<file path="src/rtl/axi_gain_ramp.sv">
// Sample pass-through register that tags every beat with a slewed Q1.15 gain.
// Optional GAIN_RAMP_PKT_ALIGN_EN holds new targets until the next packet boundary.
module axi_gain_ramp #(
  parameter int          WIDTH     = 32,
  parameter logic [15:0] INIT_GAIN = 16'h7FFF,
  parameter int          DIV_W     = 8
) (
  input  logic             clk,
  input  logic             reset_n,
  input  logic [15:0]      target_gain,
  input  logic             target_stb,
  input  logic [15:0]      step,
  input  logic [DIV_W-1:0] ramp_div,
  input  logic [WIDTH-1:0] i_tdata,
  input  logic             i_tlast,
  input  logic             i_tvalid,
  output logic             i_tready,
  output logic [WIDTH-1:0] o_tdata,
  output logic [15:0]      o_gain,
  output logic             o_tlast,
  output logic             o_tvalid,
  input  logic             o_tready,
  output logic [15:0]      cur_gain,
  output logic             ramp_active
);

  localparam logic [1:0] ST_IDLE = 2'd0;
  localparam logic [1:0] ST_RAMP = 2'd1;
  localparam logic [1:0] ST_PEND = 2'd2;

  logic [1:0]        state, state_next;
  logic [15:0]       target, target_next;
  logic [15:0]       cur, cur_next, stepped;
  logic [DIV_W-1:0]  presc, presc_next, presc_eff;
  logic              accept, run;
  logic signed [17:0] cur_s, tgt_s, step_s, up, dn;

`ifdef GAIN_RAMP_PKT_ALIGN_EN
  logic pkt_start;
`endif

  assign i_tready = ~o_tvalid | o_tready;
  assign accept   = i_tvalid & i_tready;
  assign cur_gain = cur;

  // One guard bit beyond 17 keeps cur+0xFFFF exact before clamping to the target.
  always_comb begin
    cur_s  = {{2{cur[15]}}, cur};
    tgt_s  = {{2{target[15]}}, target};
    step_s = {2'b00, step};
    up     = cur_s + step_s;
    dn     = cur_s - step_s;
    if (cur_s < tgt_s) begin
      stepped = (up > tgt_s) ? target : up[15:0];
    end else begin
      stepped = (dn < tgt_s) ? target : dn[15:0];
    end
  end

  // The beat's own update uses the old target; a strobe only affects later beats.
  always_comb begin
    presc_eff = presc;
    run       = accept && (state == ST_RAMP);
`ifdef GAIN_RAMP_PKT_ALIGN_EN
    if (state == ST_PEND) begin
      presc_eff = '0;
      run       = accept && pkt_start;
    end
`endif
    cur_next   = cur;
    presc_next = presc_eff;
    if (run) begin
      if (step == 16'd0) begin
        cur_next   = target;
        presc_next = '0;
      end else if (presc_eff == ramp_div) begin
        cur_next   = stepped;
        presc_next = '0;
      end else begin
        presc_next = presc_eff + 1'b1;
      end
    end
    target_next = target_stb ? target_gain : target;
    state_next  = (cur_next != target_next) ? ST_RAMP : ST_IDLE;
`ifdef GAIN_RAMP_PKT_ALIGN_EN
    if (target_stb || ((state == ST_PEND) && !run)) begin
      state_next = ST_PEND;
    end
`endif
    if (state_next != ST_RAMP) begin
      presc_next = '0;
    end
  end

  always_ff @(posedge clk or negedge reset_n) begin
    if (!reset_n) begin
      state       <= ST_IDLE;
      target      <= INIT_GAIN;
      cur         <= INIT_GAIN;
      presc       <= '0;
      ramp_active <= 1'b0;
    end else begin
      state       <= state_next;
      target      <= target_next;
      cur         <= cur_next;
      presc       <= presc_next;
      ramp_active <= (state != ST_IDLE);
    end
  end

`ifdef GAIN_RAMP_PKT_ALIGN_EN
  // Reset counts as a packet boundary so a pending ramp can start on the first beat.
  always_ff @(posedge clk or negedge reset_n) begin
    if (!reset_n) begin
      pkt_start <= 1'b1;
    end else if (accept) begin
      pkt_start <= i_tlast;
    end
  end
`endif

  always_ff @(posedge clk or negedge reset_n) begin
    if (!reset_n) begin
      o_tvalid <= 1'b0;
      o_tdata  <= '0;
      o_gain   <= '0;
      o_tlast  <= 1'b0;
    end else begin
      if (i_tready) begin
        o_tvalid <= i_tvalid;
      end
      if (accept) begin
        o_tdata <= i_tdata;
        o_tlast <= i_tlast;
        o_gain  <= cur;
      end
    end
  end

endmodule

</file>
<file path="config.mk">
export PLATFORM = sky130hd
export DESIGN_NAME = axi_gain_ramp
export DESIGN_NICKNAME = d
export VERILOG_FILES = /design/src/rtl/axi_gain_ramp.sv
export SDC_FILE = /design/constraint.sdc
export NUM_CORES = 1
export LEC_CHECK = 0
export ABC_AREA = 0
export BUFFER_PORTS_ARGS = -buffer_cell sky130_fd_sc_hd__clkbuf_2
export CAP_MARGIN = 20
export CORE_UTILIZATION = 30
export CTS_CLUSTER_DIAMETER = 80
export DETAILED_ROUTE_END_ITERATION = 6
export PLACE_DENSITY = 0.47
export SLEW_MARGIN = 20
export SYNTH_ARGS = -nofsm -noshare
export SYNTH_HDL_FRONTEND = slang
export SYNTH_SLANG_ARGS = --single-unit
export TNS_END_PERCENT = 20
</file>
<file path="constraint.sdc">
create_clock -name clk -period 8.2 [get_ports clk]
set_clock_uncertainty 0.1 [all_clocks]
set_input_delay 0.82 -clock clk [delete_from_list [all_inputs] [get_ports clk]]
set_output_delay 0.82 -clock clk [all_outputs]
set_load 0.05 [all_outputs]
</file>
==> impl_results.md, run 1 <==
- # hold bufs at CTS: 0
- Max-Cap Viols: 0
- Filler cell count: 2642
- Max_slew headroom: 31.9%
- CP Launch Type: input port
- WP data required: 8.29 ns
- WS Path Type: input port to flip-flop
- Ys flop type: dfrtp_1
- Routed WL per cell: 20.6 um
- Sw Share: 50.2%
- Total Neg Setup Slack: 0 ns
- Commonest non-fill, non-tap cells in the layout: 144 x clkbuf_2, 84 x ha_1, 71 x nand2_1, 65 x inv_1, 64 x nor2_1
- Syn avg cell area: 8.88 um^2
- Routability Congestion: 0.918
- Main area contributors after synthesis: dfrtp_1 20%, ha_1 13%, dfstp_2 10%
- Synthesized cell area: 0.00786 mm^2
- Largest net degree at the start of global routing: 60
- Period utilization: 90.4%
- Die Height: 164 um
- Routed vias: 7371
- Hold Crit Class: input port to async pin
- Mapped Nets: 1049
- Pwr/cell area: 307 mW/mm^2
- Die X: 164 um
- Seq pwr share: 24.1%
- Initial antenna violation count: 0
- Clock latency at the later pin of the worst-skew pair: 0.35 ns
- VDD IR max: 0.122 mV
- Area grow syn2layout: 17.7%
- Initial DRC count: 460
- Nets: 1179
- RSZ-0062 raised after global routing: false
- Initial Utilization: 30.9%
- CP max FO: 12
- Pint: 0.00141 W
- # DRC: 0
- Final setup violation count: 0
- Least-Margin Pin Slew: 1.02 ns
- Post-synth ARST share: 100%
- Post-Synth Simple-Gate Area: 15.8%
- CTS sink count: 92
- Hold Fails Final Rpt: 0
- CTS Buffer Depth: 2
- Clock Power Share: 16.7%
- Total clock buffers created by CTS: 9
- Layout cells sized above 1: 25.9%
- Post CTS Setup Buffer Count: 0
- Post_cts resized: 0
- GR Overflow Total: 0
- Vias in the first global route: 7169
- Seq cells post-synth: 92
- Adder-cell share of the synthesized area: 13.9%
- IO buf count: 145
- Max Clock Freq: 135 MHz
- Antenna cells: 0
- I/O Pins: 146
- XOR/XNOR share of the synthesized area: 5.01%
- Commonest non-fill, non-tap cell in the layout: clkbuf_2
- Dpl hpwl: 22100 um
- Synth Area in Compound Gates: 22.4%
- Antenna Nets Post-Route: 0
- Htree depth: 3
- NetSw: 0.00142 W
- Yosys top cell area share: 19.7%
- Post-layout min period: 7.41 ns
- Hold Slack: 0.317 ns
- WL final: 27800 um
- CP arrival: 7.50 ns
- Design Power: 0.00284 W
- Post-synthesis sequential area ratio: 29.8%
- Final Instance Area: 0.00926 mm^2
- Gate power share: 59.2%
- Final Max Tran Viols: 0
- Run status: finished clean
- Mux contribution to synthesized area: 8.42%
- Placement Cell Area: 0.00892 mm^2
- Drt first pass iters: 5
- Die area: 0.0269 mm^2
- Area leader, netlist: dfrtp_1
- Largest family of logic cells by synthesized area: compound AO/OA/AOI/OAI gates
- Vias/cell: 5.46
- Row cnt: 58
- YS warnings: 0
- Number of synthesized flops with an enable pin: 0
- Lkg Pwr: 4.30 nW
- Root Driver: clkbuf_16
- Setup crit end kind: flip-flop
- First-pass GRT wire length: 41800 um
- Syn Inst Count: 885
- CTS tree: done
- Synth unique cells: 81
- CTS clk-pin slew, worst paths: 0.07 ns
- Total Routing Usage GR: 20.9%
- Placeable Area: 0.0255 mm^2
==> Yosys cell counts, types with 4 or more instances <==
cell and number:
o31a_1 5, mux2_2 49, mux2i_1 11, nand2_1 72, nand4_1 14, o21ai_0 46
and2_1 5, nor4b_1 4, nor4_1 6, xor2_1 11, ha_1 84, dfrtp_1 62
clkbuf_1 27, o211a_1 5, and3_1 6, o211ai_1 10, o22ai_1 9, nor3_1 23
a211o_1 4, inv_1 65, a211oi_1 12, xnor2_1 34, o2111ai_1 4, nor2b_1 4
and4_1 5, a31oi_1 11, or3_1 5, nor2_1 64, a221oi_1 9, a311oi_1 4
nand3_1 9, a21o_1 11, a21oi_1 63, dfstp_2 30, o21bai_1 8, or2_2 5
o21a_1 15, nand2b_1 11
==> final timing paths <==
check | slack [ns] | startpoint | end | cells past startpoint
max | 0.79 | step[6] | presc[7] | 26
min | 0.32 | reset_n | o_tdata[20] | 1
max reg2reg | 0.90 | cur_gain[6] | presc[7] | 24
min reg2reg | 0.33 | state[0] | ramp_active | 0
max in group asynchronous | 6.51 | reset_n | o_gain[8] | 2
min in group clk | 0.33 | state[0] | ramp_active | 0
==> cell type report <==
type | count | area (um^2) | area share, %
clock buffers | 10 | 239 | 2.58
clock inverters | 6 | 96.3 | 1.04
inverters | 65 | 244 | 2.64
multi-input cells | 696 | 5150 | 55.6
flip-flops and latches | 92 | 2340 | 25.3
well taps | 330 | 413 | 4.46
repair buffers | 151 | 773 | 8.35
==> worst max-delay path, cell delays in order <==
cell	delay, ns
clkbuf_2	0.13
inv_1	0.05
ha_1	0.41
inv_1	0.14
a21oi_1	0.35
nor4b_1	0.37
nor2_1	0.15
o211a_1	0.27
o31a_1	0.28
o21a_1	0.16
nor2_1	0.12
xnor2_1	0.08
ha_1	0.51
nand4_1	0.16
nor2_1	0.28
a32oi_1	0.30
a31oi_1	0.32
or2_1	0.34
buf_4	0.24
mux2i_1	0.20
a31oi_1	0.13
xor2_1	0.19
nor4b_1	0.59
nand4_2	0.22
nor4b_4	0.55
nor3_1	0.11
==> per-layer routing <==
| layer | routed length [um] | global-route usage, % |
|---|---|---|
| met5 | 0 | 0 |
| met4 | 805 | 7.49 |
| met3 | 1920 | 3.64 |
| met2 | 12200 | 32.9 |
| met1 | 12800 | 28.5 |
==> logic make-up after synthesis <==
kind of cell	Yosys count
xor gates and xnor gates	45
DFF	92
muxes	60
buffers and inverters	97
and+or+nand+nor	246
AOI/OAI and AO/OA	259
adders and majority gates	86
==> through the flow <==
step / utilization, % / setup slack [ns] / std cells
2_1_floorplan: - / 1.97 / 885
3_3_place_gp: 35.0 / 0.604 / 1334
3_5_place_dp: 35.0 / 0.418 / 1334
4_1_cts: 36.3 / 0.803 / 1350
5_1_grt: 36.3 / 0.0466 / 1350
6_report: 36.3 / 0.789 / 1350
==> flip-flops by register name, summed over array words and instances, names as in the netlist <==
name and flops:
o_gain 16, o_tvalid 1, state 1, cur_gain 16
target 16, presc 8, o_tdata 32, ramp_active 1
o_tlast 1
==> power by group through the flow <==
stage,sequential [W],clock (W),combinational (W)
2_1_floorplan,0.000867,0,0.000987
3_3_place_gp,0.000691,0,0.00166
3_5_place_dp,0.000692,0,0.00166
4_1_cts,0.000685,0.000485,0.00166
5_1_grt,0.000697,0.000499,0.00183
6_report,0.000684,0.000473,0.00168
No activity file was read; power rests on OpenSTA's default activity.
==> run 2: changes to the inputs <==
- ABC_AREA: 0 -> 1
- BUFFER_PORTS_ARGS: -buffer_cell sky130_fd_sc_hd__clkbuf_2 -> default
- DONT_BUFFER_PORTS: default -> 1
- PLACE_DENSITY: 0.47 -> 0.43
==> run 2 against run 1 <==
Net effect: area after synthesis grew 3.5%; clock-buffer cell count rose by 1; register-to-register slack improved by 1.7 ns; maximum frequency up 33%; flip-flop and latch count unchanged; cell count up 9.0%; via count fell by 1.4%; sequential share of layout area up 1.4 points; largest power group unchanged; synthesized cell count up 29%; largest cell class unchanged; power increased by 15%; clock power is 2% lower; hold slack worse by 0.25 ns.
==> impl_results.md, run 2 <==
- Largest net degree at the start of global routing: 93
- Hold Crit Class: input port to async pin
- Die area: 0.0278 mm^2
- Post_cts resized: 0
- Total Neg Setup Slack: 0 ns
- Post-synth top cells: 334 x nand2_1, 189 x inv_1, 110 x nand3_1
- Most flops, register: o_tdata
- Mapped Nets: 1308
- Post-synthesis sequential area ratio: 28.7%
- First-pass GRT wire length: 39700 um
- Commonest non-fill, non-tap cell in the layout: nand2_1
- GR Overflow Total: 0
- Antenna cells: 0
- Most used cell, CP: nand3_1
- Run status: finished clean
- Max-Cap Viols: 0
- Max FFs per register: 32
- CTS tree: done
- CP arrival: 5.68 ns
- CTS clk-pin slew, worst paths: 0.07 ns
- R2R Path Start: cur_gain[0]
- RSZ-0062 raised after global routing: false
- Post-layout min period: 5.56 ns
- Pwr/cell area: 373 mW/mm^2
- Max_slew headroom: 43.7%
- Clock latency at the later pin of the worst-skew pair: 0.34 ns
- Die X: 167 um
- Placeable Area: 0.0264 mm^2
- Routability Congestion: 0.925
- Dpl hpwl: 20000 um
- WS Path Type: flip-flop to flip-flop
- Area leader, netlist: dfrtp_1
- YS warnings: 0
- Post-synth ARST share: 100%
- Vias/cell: 4.94
- Antenna Nets Post-Route: 0
- Reg2reg end: presc[3]
- Max incr delay on CP: 0.47 ns
- Hold Fails Final Rpt: 0
- Area grow syn2layout: 7.70%
- Lkg Pwr: 4.76 nW
- I/O Pins: 146
- IO buf count: 0
- Reg2reg path depth: 31
- VDD IR max: 0.135 mV
- Total Routing Usage GR: 18.4%
- Root Driver: clkbuf_16
- WP data required: 8.31 ns
- Syn avg cell area: 7.12 um^2
- WL final: 25300 um
- Vias in the first global route: 7153
- Main area contributors after synthesis: dfrtp_1 19%, nand2_1 15%, ha_1 13%
- Layout cells sized above 1: 10.7%
- Top-count cell post-synth: nand2_1
- Total clock buffers created by CTS: 9
- Period utilization: 67.9%
- Commonest non-fill, non-tap cells in the layout: 333 x nand2_1, 189 x inv_1, 110 x nand3_1, 84 x ha_1, 62 x dfrtp_1
- Post CTS Setup Buffer Count: 0
- Crit path from: cur_gain[0]
- Post-layout util: 33.3%
- Row cnt: 59
- CTS sink count: 92
- Max Clock Freq: 180 MHz
- # DRC: 0
- Synth unique cells: 43
- Initial DRC count: 408
- Final setup violation count: 0
- Least-Margin Pin Slew: 0.843 ns
- Routed WL per cell: 17.2 um
- Drt first pass iters: 7
- Nets: 1295
- Crit-path slowest cell: dfstp_2
- Syn Inst Count: 1144
- CTS Buffer Depth: 2
- Final Max Tran Viols: 0
- Routed vias: 7270
- # hold bufs at CTS: 0
- Design Power: 0.00327 W
- CP max FO: 14
- Pre-CTS setup slack: 2.66 ns
- Ys flop type: dfrtp_1
- Synthesized cell area: 0.00814 mm^2
- Die Height: 167 um
- Yosys top cell area share: 19.1%
- CP Launch Type: flip-flop
- Initial antenna violation count: 0
- Flop2flop setup slack: 2.64 ns
- Htree depth: 3
- Setup crit end kind: flip-flop
- Number of synthesized flops with an enable pin: 0
- Setup ws final: 2.64 ns
- Seq cells post-synth: 92
- Initial Utilization: 30.9%
==> run 2: where the power goes <==
part / internal [W] / switching, W / total [W]
Combinational: 0.000600 / 0.00116 / 0.00176
Clock: 0.000278 / 0.000185 / 0.000462
Sequential: 0.000585 / 0.000469 / 0.00105
Total: 0.00146 / 0.00181 / 0.00327
==> run 2: worst max-delay path, delay by kind of cell (launching register included) <==
| kind | cells | cell delay [ns] |
|---|---|---|
| AND/OR/NAND/NOR | 21 | 2.60 |
| adder cells (fa/ha/maj) | 3 | 0.94 |
| AO/OA/AOI/OAI | 4 | 0.77 |
| flip-flops | 1 | 0.47 |
| buffers and inverters | 2 | 0.37 |
| XOR/XNOR | 1 | 0.16 |
==> run 2: metrics by stage <==
step	cell area, um^2	instances	hold WS, ns
6_report	8770	1471	0.0662
5_1_grt	8770	1471	0.0463
4_1_cts	8770	1471	0.0508
3_5_place_dp	8440	1455	0.281
3_3_place_gp	8440	1455	0.288
2_1_floorplan	8140	1144	0.254
==> run 2: worst max path at each step <==
stage / slack (ns) / endpoint / cells past startpoint
after global placement: 2.67 / presc[7] / 31
final: 2.64 / presc[3] / 31
after floorplan: 3.78 / presc[0] / 33
after detailed placement: 2.66 / presc[4] / 31
after CTS: 2.63 / presc[4] / 31
after global routing: 2.19 / presc[3] / 31
==> run 2: cell type report <==
cell class                 instances  area (um^2)
sequential                        92         2340
fill                            2884        17600
clock buffer                      11          243
inverter                         190          713
multi-input combinational        835         4940
timing repair buffer               3         22.5
tap                              335          419
clock inverter                     5         85.1
==> run 2: kinds of logic after synthesis <==
kind of cell | synth area share, %
DFF | 28.7
and+or+nand+nor | 28.8
buffers and inverters | 10.5
adders and majority gates | 13.4
xor gates and xnor gates | 3.23
muxes | 6.09
AOI/OAI and AO/OA | 9.19
==> run 2: routing by layer <==
metal	GRT usage, %	vias up	wire (um)
met5	0	-	0
met3	2.04	26	1160
li1	-	3660	-
met4	5.64	0	485
met1	26.2	3384	12500
met2	28.9	200	11100
==> run 3: changes to the inputs <==
- ABC_AREA: 1 -> 0
- clock period: 8.2 -> 5.25 ns (I/O delays scaled with it)
==> run 3 against run 2 <==
Net effect: the run now ends with negative setup slack left; maximum frequency decreased by 10%; critical path type unchanged; via count increased by 6.1%; hold slack improved by 0.12 ns; clock power increased by 37%; highest routed layer unchanged; critical endpoint is now presc[2]; power increased by 60%; die area decreased by 3.4%; routed wire length increased by 19%.
==> impl_results.md, run 3 (synthesized netlist as in run 1, its figures left out) <==
- Root Driver: clkbuf_16
- Commonest non-fill, non-tap cells in the layout: 225 x buf_4, 83 x ha_1, 71 x nand2_1, 62 x nor2_1, 62 x dfrtp_1
- Total clock buffers created by CTS: 9
- Row cnt: 58
- Setup crit end kind: flip-flop
- Max Clock Freq: 161 MHz
- CTS Buffer Depth: 2
- Reg2reg path depth: 30
- Die X: 164 um
- Final Instance Area: 0.0106 mm^2
- Crit-path slowest cell: dfstp_4
- Hold Crit Class: input port to flip-flop
- VDD IR max: 0.187 mV
- Initial Utilization: 30.9%
- Period utilization: 118%
- Antenna Nets Post-Route: 0
- Routed WL per cell: 21.0 um
- First-pass GRT wire length: 45700 um
- Max_slew headroom: 27.0%
- Max FFs per register: 32
- CTS clk-pin slew, worst paths: 0.08 ns
- Hold Path End: o_tvalid
- IO buf count: 0
- Routability Congestion: 0.883
- Failing checks: negative setup slack
- Nets: 1262
- R2R Path Start: cur_gain[0]
- Hold wc startpoint: i_tvalid
- Initial antenna violation count: 0
- Largest net degree at the start of global routing: 93
- Hold Fails Final Rpt: 0
- Run status: finished, violations left
- Least-Margin Pin Slew: 1.09 ns
- Die area: 0.0269 mm^2
- Dpl hpwl: 24100 um
- Clock latency at the later pin of the worst-skew pair: 0.36 ns
- CP arrival: 6.36 ns
- I/O Pins: 146
- Design Power: 0.00524 W
- Final Max Tran Viols: 0
- Total Neg Setup Slack: -8.94 ns
- Pre-CTS setup slack: -1.62 ns
- Setup ws final: -0.966 ns
- CTS tree: done
- Vias/cell: 5.38
- Final setup violation count: 12
- Lkg Pwr: 4.89 nW
- GR Overflow Total: 0
- Area grow syn2layout: 34.7%
- Layout cells sized above 1: 35.7%
- # DRC: 0
- CTS sink count: 92
- WP data required: 5.39 ns
- Vias in the first global route: 7877
- Max-Cap Viols: 0
- Filler cell count: 2629
- RSZ-0062 raised after global routing: true
- Placeable Area: 0.0255 mm^2
- Routed vias: 7715
- Post-layout min period: 6.22 ns
- Commonest non-fill, non-tap cell in the layout: buf_4
- Total Routing Usage GR: 22.9%
- Initial DRC count: 625
- CP Launch Type: flip-flop
- Most used cell, CP: buf_4
- Worst hold path depth: 1
- Reg2reg end: presc[2]
- Drt first pass iters: 5
- Antenna cells: 0
- Placement Cell Area: 0.00986 mm^2
- Post-layout util: 41.6%
- CP max FO: 4
- Flop2flop setup slack: -0.97 ns
- Htree depth: 3
- Max incr delay on CP: 0.62 ns
- WL final: 30100 um
- Die Height: 164 um
- Pwr/cell area: 495 mW/mm^2
- WS Path Type: flip-flop to flip-flop
- Most flops, register: o_tdata
==> run 3: worst max path at each step <==
stage	end	from	slack [ns]
6_report	presc[2]	cur_gain[0]	-0.97
5_1_grt	presc[4]	cur_gain[0]	-1.20
3_3_place_gp	presc[5]	cur_gain[0]	-1.66
3_5_place_dp	presc[7]	cur_gain[0]	-1.62
4_1_cts	presc[0]	cur_gain[0]	-1.02
2_1_floorplan	presc[2]	cur_gain[0]	-0.35
==> run 3: timing repair <==
action / 4_1_cts / 5_1_grt
hold buffers: 2 / 0
gates cloned: 1 / 0
buffers inserted: 14 / 5
endpoints found under the hold margin: 92 / 0
gates resized for setup: 26 / 27
pin swaps: 30 / 14
setup endpoints to repair: 25 / 22
==> run 3: where the power goes <==
group	switching, W	total [W]	internal [W]
Combinational	0.00180	0.00335	0.00155
Sequential	0.000383	0.00126	0.000873
Clock	0.000310	0.000635	0.000325
Total	0.00249	0.00524	0.00275
==> run 3: critical path, delay by kind of cell (launching register included) <==
kind	cells	cell delay (ns)
compound gates	10	1.98
xor+xnor	2	0.21
fa+ha+maj	3	0.66
buf+inv	8	1.05
flops	1	0.62
simple gates	7	1.46
==> run 3: cell type report <==
cell class / instances / area [um^2] / area share [%]
multi-input cells: 696 / 5500 / 51.9
clock buffers: 11 / 233 / 2.20
well taps: 330 / 413 / 3.90
clock inverters: 5 / 37.5 / 0.354
flip-flops and latches: 92 / 2360 / 22.3
repair buffers: 234 / 1810 / 17.0
inverters: 65 / 249 / 2.35
==> run 3: stage by stage <==
stage,hold WS (ns),instances
final,0.182,1433
after global routing,0.178,1433
after floorplan,0.129,885
after CTS,0.173,1428
after detailed placement,0.131,1395
after global placement,0.132,1395
==> run 3: metal layers <==
| metal | vias up | share of wire (%) | track usage, % | wire (um) |
|---|---|---|---|---|
| li1 | 3692 | - | - | - |
| met5 | - | 0 | 0 | 0 |
| met1 | 3683 | 46 | 31.9 | 13800 |
| met4 | 0 | 2.7 | 7.45 | 800 |
| met2 | 293 | 45 | 36.1 | 13500 |
| met3 | 47 | 6.7 | 3.41 | 2020 |
